$ cat config.mk
export PLATFORM = sky130hd
export DESIGN_NAME = reduce_nor_seq_flat
export DESIGN_NICKNAME = d
export VERILOG_FILES = /design/src/rtl/reduce_nor_seq_pkg.sv /design/src/rtl/reduce_nor_seq_if.sv /design/src/rtl/reduce_nor_seq_or_slice.sv /design/src/rtl/reduce_nor_seq.sv /design/src/flat_wrapper.sv
export SDC_FILE = /design/constraint.sdc
export NUM_CORES = 1
export LEC_CHECK = 0
export ABC_AREA = 1
export BUFFER_PORTS_ARGS = -buffer_cell sky130_fd_sc_hd__buf_2
export CAP_MARGIN = 20
export CORE_UTILIZATION = 56
export DETAILED_ROUTE_END_ITERATION = 12
export PLACE_DENSITY = 0.79
export SYNTH_ARGS = -nofsm -noshare
export SYNTH_HDL_FRONTEND = slang
export SYNTH_HIERARCHICAL = 1
export SYNTH_SLANG_ARGS = --single-unit
$ cat constraint.sdc
create_clock -name CLK -period 4.3 [get_ports CLK]
set_clock_uncertainty 0.2 [all_clocks]
set_input_delay 0.86 -clock CLK [delete_from_list [all_inputs] [get_ports CLK]]
set_output_delay 0.86 -clock CLK [all_outputs]
set_load 0.01 [all_outputs]
$ cat src/rtl/reduce_nor_seq_pkg.sv
// reduce_nor_seq shared types: controller state encoding and sizing helpers.
// Ports: none (package only).
package reduce_pkg;

  typedef enum logic [1:0] {
    IDLE = 2'd0,
    RUN  = 2'd1,
    DONE = 2'd2
  } state_e;

  function automatic int nslice(input int w, input int s);
    return w / s;
  endfunction

  // Slice counter needs at least one bit even for a single slice.
  function automatic int cnt_w(input int n);
    return (n <= 1) ? 1 : $clog2(n);
  endfunction

endpackage

$ cat src/rtl/reduce_nor_seq_if.sv
// reduce_nor_seq operand/result bus: I_* operand handshake, O_* result
// handshake, BUSY status. master = producer/consumer side, slave = engine.
interface reduce_nor_seq_if #(
  parameter int WIDTH = 32
);
  logic             I_VALID;
  logic             I_READY;
  logic [WIDTH-1:0] I_DATA;
  logic             I_INVERT;
  logic             O_VALID;
  logic             O_READY;
  logic             O_DATA;
  logic             BUSY;

  modport master (
    output I_VALID, I_DATA, I_INVERT, O_READY,
    input  I_READY, O_VALID, O_DATA, BUSY
  );

  modport slave (
    input  I_VALID, I_DATA, I_INVERT, O_READY,
    output I_READY, O_VALID, O_DATA, BUSY
  );
endinterface

$ cat src/rtl/reduce_nor_seq_or_slice.sv
// reduce_or_slice: combinational SLICE-to-1 OR, the shared reduce cell.
// Ports: d[SLICE] in, y out (|d).
module reduce_or_slice #(
  parameter int SLICE = 8
) (
  input  logic [SLICE-1:0] d,
  output logic             y
);

  // Reduced in nibble groups so each group maps onto one LUT4,
  // with the group results chained.
  localparam int NG = (SLICE + 3) / 4;

  logic [NG*4-1:0] dp;
  logic [NG-1:0]   g;

  always_comb begin
    dp = '0;
    dp[SLICE-1:0] = d;
  end

  always_comb begin
    for (int i = 0; i < NG; i++) begin
      g[i] = |dp[i*4 +: 4];
    end
  end

  assign y = |g;

endmodule

$ cat src/rtl/reduce_nor_seq.sv
// reduce_nor_seq: sequenced OR/NOR reducer walking WIDTH bits SLICE per cycle.
// Ports: CLK, RESET (sync, active-high), io (reduce_nor_seq_if.slave).
// Option: REDUCE_NOR_SEQ_EARLY_EXIT_EN finishes on the first nonzero slice.
module reduce_nor_seq
  import reduce_pkg::*;
#(
  parameter int WIDTH = 32,
  parameter int SLICE = 8
) (
  input logic            CLK,
  input logic            RESET,
  reduce_nor_seq_if.slave io
);

  localparam int NS = nslice(WIDTH, SLICE);
  localparam int CW = cnt_w(NS);
  localparam logic [CW-1:0] LAST = CW'(NS - 1);

  state_e           state_q, state_d;
  logic [WIDTH-1:0] sh_q, sh_d;
  logic             acc_q, acc_d;
  logic             inv_q, inv_d;
  logic [CW-1:0]    cnt_q, cnt_d;
  logic             od_q, od_d;

  logic slice_or;
  logic done_now;
  logic in_run;
  logic in_done;

  reduce_or_slice #(
    .SLICE(SLICE)
  ) u_or (
    .d(sh_q[SLICE-1:0]),
    .y(slice_or)
  );

  // Encoding 3 falls through to IDLE behaviour everywhere.
  assign in_run  = (state_q == RUN);
  assign in_done = (state_q == DONE);

`ifdef REDUCE_NOR_SEQ_EARLY_EXIT_EN
  assign done_now = (cnt_q == LAST) || slice_or;
`else
  assign done_now = (cnt_q == LAST);
`endif

  always_comb begin
    state_d = state_q;
    sh_d    = sh_q;
    acc_d   = acc_q;
    inv_d   = inv_q;
    cnt_d   = cnt_q;
    od_d    = od_q;
    case (state_q)
      RUN: begin
        acc_d = acc_q | slice_or;
        sh_d  = sh_q >> SLICE;
        cnt_d = cnt_q + CW'(1);
        if (done_now) begin
          od_d    = (acc_q | slice_or) ^ inv_q;
          state_d = DONE;
        end
      end
      DONE: begin
        if (io.O_READY) begin
          state_d = IDLE;
        end
      end
      default: begin
        if (io.I_VALID) begin
          sh_d    = io.I_DATA;
          inv_d   = io.I_INVERT;
          acc_d   = 1'b0;
          cnt_d   = '0;
          state_d = RUN;
        end
      end
    endcase
  end

  always_ff @(posedge CLK) begin
    if (RESET) begin
      state_q <= IDLE;
      sh_q    <= '0;
      acc_q   <= 1'b0;
      inv_q   <= 1'b0;
      cnt_q   <= '0;
      od_q    <= 1'b0;
    end else begin
      state_q <= state_d;
      sh_q    <= sh_d;
      acc_q   <= acc_d;
      inv_q   <= inv_d;
      cnt_q   <= cnt_d;
      od_q    <= od_d;
    end
  end

  // Ready is masked while reset is held so nothing looks accepted.
  assign io.I_READY = !in_run && !in_done && !RESET;
  assign io.O_VALID = in_done;
  assign io.O_DATA  = od_q;
  assign io.BUSY    = in_run || in_done;

endmodule

$ cat src/flat_wrapper.sv
// flat-port wrapper written by rule: the top's interface ports become plain ports
module reduce_nor_seq_flat import reduce_pkg::*;
#(
  parameter int WIDTH = 32,
  parameter int SLICE = 8
)
  (CLK, RESET, io_I_VALID, io_I_DATA, io_I_INVERT, io_O_READY, io_I_READY, io_O_VALID, io_O_DATA, io_BUSY);
  reduce_nor_seq_if #(.WIDTH(WIDTH)) io_i ();
  input logic CLK;
  input logic RESET;
  input wire logic [$bits(io_i.I_VALID)-1:0] io_I_VALID;
  input wire logic [$bits(io_i.I_DATA)-1:0] io_I_DATA;
  input wire logic [$bits(io_i.I_INVERT)-1:0] io_I_INVERT;
  input wire logic [$bits(io_i.O_READY)-1:0] io_O_READY;
  output wire logic [$bits(io_i.I_READY)-1:0] io_I_READY;
  output wire logic [$bits(io_i.O_VALID)-1:0] io_O_VALID;
  output wire logic [$bits(io_i.O_DATA)-1:0] io_O_DATA;
  output wire logic [$bits(io_i.BUSY)-1:0] io_BUSY;
  assign io_i.I_VALID = io_I_VALID;
  assign io_i.I_DATA = io_I_DATA;
  assign io_i.I_INVERT = io_I_INVERT;
  assign io_i.O_READY = io_O_READY;
  assign io_I_READY = io_i.I_READY;
  assign io_O_VALID = io_i.O_VALID;
  assign io_O_DATA = io_i.O_DATA;
  assign io_BUSY = io_i.BUSY;
  reduce_nor_seq #(.WIDTH(WIDTH), .SLICE(SLICE)) u_core (.CLK(CLK), .RESET(RESET), .io(io_i));
endmodule
# [After elaboration in Yosys (flattened, before gate mapping)]
# Cells that the tools add are included.
[word_totals] reg_bits=39 out_inout_bits=4 word_cells=40
[classes] n_addsub=1 eq_ne=5 n_mux=10 bitwise_logic=4 reduce_logical=14
[ops] cell="$pmux W32 S2" count=1
[ops] cell="$mux W32" count=1
[ops] cell="$mux W2" count=4
[ops] cell="$pmux W2 S2" count=2
[ops] cell="$reduce_or A8 Y1" count=1
[ops] cell="$reduce_and A2 Y1" count=3
[ops] cell="$eq A2 B2 Y1 const B" count=2
[ops] cell="$logic_not A1 Y1" count=3
[ops] cell="$reduce_and A3 Y1" count=1
[ops] cell="$reduce_bool A3 Y1" count=1
[ops] cell="$add A2 B1 Y2 const B" count=1
[ops] cell="$eq A2 B1 Y1 const B" count=1
[ops] cell="$logic_and A1 B1 Y1" count=2
[ops] cell="$ne A2 B1 Y1 const B" count=1
[ops] cell="$ne A2 B2 Y1 const B" count=1
[ops] cell="$not A1 Y1" count=2
[ops] cell="$pmux W1 S2" count=1
[ops] cell="$reduce_bool A2 Y1" count=1
[ops] cell="$reduce_or A2 Y1" count=1
[ops] cell="$logic_or A1 B1 Y1" count=1
[ops] cell="$mux W1" count=1
[ops] cell="$or A1 B1 Y1" count=1
[ops] cell="$xor A1 B1 Y1" count=1

# [Longest topological paths before layout]
[depth] ltp_word=4 mapped_depth=9

# [Cells and area by module]
# Netlist, hierarchy kept.
[by_module_without_submodules] mod="reduce_nor_seq" n_inst=1 cells_per_inst=272 area_per_inst_um2=1850.5 seq_area_each_um2=780.7
[by_module_without_submodules] mod="reduce_or_slice" n_inst=1 cells_per_inst=15 area_per_inst_um2=56.3 seq_area_each_um2=0.0

# [Worst setup path after synthesis]
# No wires, ideal clock.
[synth_path] path_kind="input to output" start="in RESET" end="out io_I_READY" t_arrival_ns=1.150 path_slack_ns=2.090 path_stages=2 cell_sequence="buf_6 -> nor2_1"
[synth_between] elab_chain_len=2
[synth_rtl] element="start: declaration" line_no="flat_wrapper.sv:10" source="input logic RESET;"
[synth_rtl] element="$logic_not A1 Y1" line_no="reduce_nor_seq.sv:101" source="assign io.I_READY = !in_run && !in_done && !RESET;"
[synth_rtl] element="$logic_and A1 B1 Y1" line_no="reduce_nor_seq.sv:101"
[synth_rtl] element="end: declaration" line_no="flat_wrapper.sv:15" source="output wire logic [$bits(io_i.I_READY)-1:0] io_I_READY;"
# No other way between the ends.

# [Final worst setup path]
[layout_path] start="reg u_core.state_q[0]" end="reg u_core.sh_q[31]"
[layout_between] elab_chain_len=3 elab_cells_between_ends=6 cone_classes="2 x eq/ne; 1 x mux; 1 x bitwise; 2 x reduce/logical"
[layout_rtl] element="start: declaration" line_no="reduce_nor_seq.sv:19" source="state_e state_q, state_d;"
[layout_rtl] element="start signal: assignment" line_no="reduce_nor_seq.sv:91" source="state_q <= state_d;"
[layout_rtl] element="$eq A2 B1 Y1 / $eq A2 B2 Y1 (equally long branches)" line_no="reduce_nor_seq.sv:55" source="case (state_q)"
[layout_rtl] element="$reduce_bool A2 Y1 (no source line) / $not A1 Y1 (equally long branches)"
[layout_rtl] element="$reduce_and A2 Y1 (no source line)"
[layout_rtl] element="end signal: assignment" line_no="reduce_nor_seq.sv:85" source="sh_q <= '0;"
[layout_rtl] element="end signal: assignment" line_no="reduce_nor_seq.sv:92" source="sh_q <= sh_d;"
[layout_rtl] element="end: declaration" line_no="reduce_nor_seq.sv:20" source="logic [WIDTH-1:0] sh_q, sh_d;"
# Parallel ways exist; a longest one is shown, timed or not.
# A chain may end at the register's enable or synchronous reset.

==> results.md <==
• buffers and inverters on the worst path: 1
• Tot GR Track Use: 22.7%
• share of the cycle needed by the critical path after routing: 58.7%
• mux cell area share after synthesis: 0%
• final setup violation count: 0
• share of cells above drive strength 1: 18.0%
• HP Class: flip-flop to flip-flop
• global-route wire length before repair: 6.13 mm
• Clock Root Buffer: sky130_fd_sc_hd__clkbuf_4
• number of hold buffers added after CTS: 0
• residual antenna-violating net count after detailed routing: 0
• fraction of the mapped netlist area in compound gates: 11.7%
• Syn Nets: 328
• number of antenna violations at the first check in global routing: 0
• Port-buffer cells: 40
• clock tree sinks: 39
• time the worst path needs with I/O delays and setup: 2.53 ns
• Die Width: 60.4 µm
• per-instance average area after synthesis: 6.64 µm²
• synthesized cell area: 1910 µm²
• post-CTS clock slew at the launch and capture registers of the worst setup and hold paths: 0.11 ns
• Critical Path Sink Type: flip-flop
• Layout area overhead: 11.4%
• CTS H-tree depth: 2
• FMAX: 396 MHz
• sequential element share of the synthesized area: 40.9%
• parity-gate share of the synthesized area counting xor and xnor cells: 0.459%
• Antenna Diode Count: 0
• Max Cap Viol: 0
• category of the worst setup path launch point: flip-flop
• proportion of register bits with asynchronous set or reset after synthesis: 0%
• setup TNS: 0 ns
• number of buffers created by CTS: 5
• Primary FF master, synth: sky130_fd_sc_hd__dfxtp_1
• total routed wirelength: 3.61 mm
• number of hold violations in the final report: 0
• post-synthesis instance total: 287
• vias per cell: 4.75
• maximum fanout encountered on the critical timing path: 27
• post-placement cell count: 358
• leakage: 1.11 nW
• nets@finish: 362
• maximum VDD drop: 366 µV
• number of global-route vias before repair: 1506
• cell-by-cell listing of the critical path: ha_1 > inv_4 > nor2_1 > nor2_2 > o21ai_0 > a21oi_1
• TritonCTS clock tree: built
• main combinational cell family by area after synthesis: simple AND/OR/NAND/NOR gates
• crit path kind: flip-flop to flip-flop
• slew at the pin closest to its max-slew limit: 1.03 ns
• top-level port count: 41
• Die Y-Extent: 60.4 µm
• largest net degree at the start of global routing: 33
• placeable core region: 3150 µm²
• adder-cell share of the synthesized area: 2.62%
• pins over their slew limit: 0
• portion of synthesized cell area occupied by the leading cell type: 40.9%
• average wire per standard cell: 9.87 µm
• Max-Slew Margin vs Limit: 31.2%
• most frequent cells after synthesis: sky130_fd_sc_hd__nand2_1, sky130_fd_sc_hd__nor2_1, sky130_fd_sc_hd__dfxtp_1
• endpoint required time on the critical path: 4.32 ns
• Remaining Overflow, GRT: 0
• Die Area: 3640 µm²
• CP max stage cell: sky130_fd_sc_hd__ha_1
• total of flip-flops plus latches after synthesis: 39
• starting density of the core: 60.5%
• simple-gate area share of the yosys netlist: 34.1%
• total number of vias: 1737
• number of flops mapped to enable cells by yosys: 0
• delay-heaviest family, CP: adder cells
• Post-CTS Repair Setup Buffers: 0
• RePlAce Congestion: 0.752
• Post-DP HPWL: 2.48 mm
• residual DRC count: 0
• Syn. warnings: 6
• largest area contributor in the synthesized netlist: sky130_fd_sc_hd__dfxtp_1
• Area contributors post-synth: sky130_fd_sc_hd__dfxtp_1, sky130_fd_sc_hd__nand2_1, sky130_fd_sc_hd__nor2_1
• DRT Pass-1 Iters: 4
• DRT iter0 DRCs: 90
• fin util: 67.4%
• pwr/cell area: 637 nW/µm²
• most used standard cell by instance count after synthesis: sky130_fd_sc_hd__nand2_1
• RSZ-0062 raised after global routing: false
• maximum cell stage delay along the critical path: 0.86 ns
• filler-free cell count of the finished design: 366
• num rows: 20
• Worst-Skew Late Latency: 0.34 ns
• worst-case clock buffer depth: 2
• arrival time of data at the critical path endpoint: 2.54 ns
• Resized cells post-CTS: 0
• status: completed
• number of distinct standard cells referenced by the synthesized netlist: 19
[cells by family (layout without fill, tap and decap cells)]
family	after synthesis	in the layout
AOI/OAI and AO/OA	41	41
DFF	39	39
adders and majority gates	4	4
buffers and inverters	35	70
and+or+nand+nor	167	167
xor gates and xnor gates	1	1
[through the flow]
stage / setup slack, ns / instance area, µm² / hold slack [ns] / power, mW
finish: 1.77 / 2120 / 0.271 / 1.35
global route: 1.54 / 2120 / 0.286 / 1.49
CTS: 1.74 / 2120 / 0.261 / 1.37
detailed placement: 1.76 / 2060 / 0.245 / 1.16
global placement: 1.83 / 2060 / 0.239 / 1.14
floorplan: 2.09 / 1910 / 0.224 / 1.08
[area by class of cell]
type	instances	area, µm²
fill	308	1030
timing repair buffer	40	200
multi-input combinational	213	932
tap	44	55.1
clock buffer	8	68.8
sequential	39	781
inverter	22	87.6
[per-layer routing]
metal	wire length [µm]	part of all wire [%]	track usage, %
met5	0	0	0
met4	51	1.4	7.97
met3	171	4.7	5.76
met2	1680	47	40.0
met1	1710	47	26.6
[worst paths after layout]
| kind | startpoint | to | slack, ns | cells after the start |
|---|---|---|---|---|
| hold reg to reg | u_core/sh_q[31]$_SDFFE_PP0P_ | u_core/sh_q[31]$_SDFFE_PP0P_ | 0.27 | 2 |
| setup reg to reg | u_core/state_q[0]$_SDFFE_PP0P_ | u_core/sh_q[31]$_SDFFE_PP0P_ | 1.77 | 6 |
| setup / recovery | u_core/state_q[0]$_SDFFE_PP0P_ | u_core/sh_q[31]$_SDFFE_PP0P_ | 1.77 | 6 |
| hold / removal | u_core/sh_q[31]$_SDFFE_PP0P_ | u_core/sh_q[31]$_SDFFE_PP0P_ | 0.27 | 2 |
[cell usage in the layout (no fill, tap or decap)]
cell	netlist	final
sky130_fd_sc_hd__buf_2	4	40
sky130_fd_sc_hd__dfxtp_1	39	39
sky130_fd_sc_hd__ha_1	4	4
sky130_fd_sc_hd__a21oi_2	2	2
sky130_fd_sc_hd__nor2_2	6	6
sky130_fd_sc_hd__nand2_1	89	89
sky130_fd_sc_hd__a21oi_1	4	4
sky130_fd_sc_hd__inv_1	20	20
sky130_fd_sc_hd__nor2_1	68	68
sky130_fd_sc_hd__nand4_1	2	2
sky130_fd_sc_hd__clkbuf_1	2	1
sky130_fd_sc_hd__clkbuf_8	0	2
sky130_fd_sc_hd__o21ai_0	32	32
sky130_fd_sc_hd__inv_4	2	2
sky130_fd_sc_hd__clkbuf_4	0	5
sky130_fd_sc_hd__nor3_1	1	1
sky130_fd_sc_hd__xor2_1	1	1
sky130_fd_sc_hd__o21ai_4	1	1
sky130_fd_sc_hd__o21ai_1	2	2
sky130_fd_sc_hd__nand3_1	1	1
[tightest hold or removal path: cells and delay by family (launching register included)]
kind | cells | cell delay [ns]
flops | 1 | 0.31
buf+inv | 1 | 0.06
compound gates | 1 | 0.06
[where the power goes]
part	total [mW]	switching, mW	internal (mW)
Combinational	0.584	0.386	0.199
Clock	0.209	0.113	0.0963
Sequential	0.559	0.0670	0.492
[sequential cells by signal (all words and copies together) (netlist names)]
name              count
u_core/inv_q          1
u_core/acc_q          1
u_core/state_q        2
u_core/cnt_q          2
u_core/io.O_DATA      1
u_core/sh_q          32
Power figures use the tool's default switching activity.
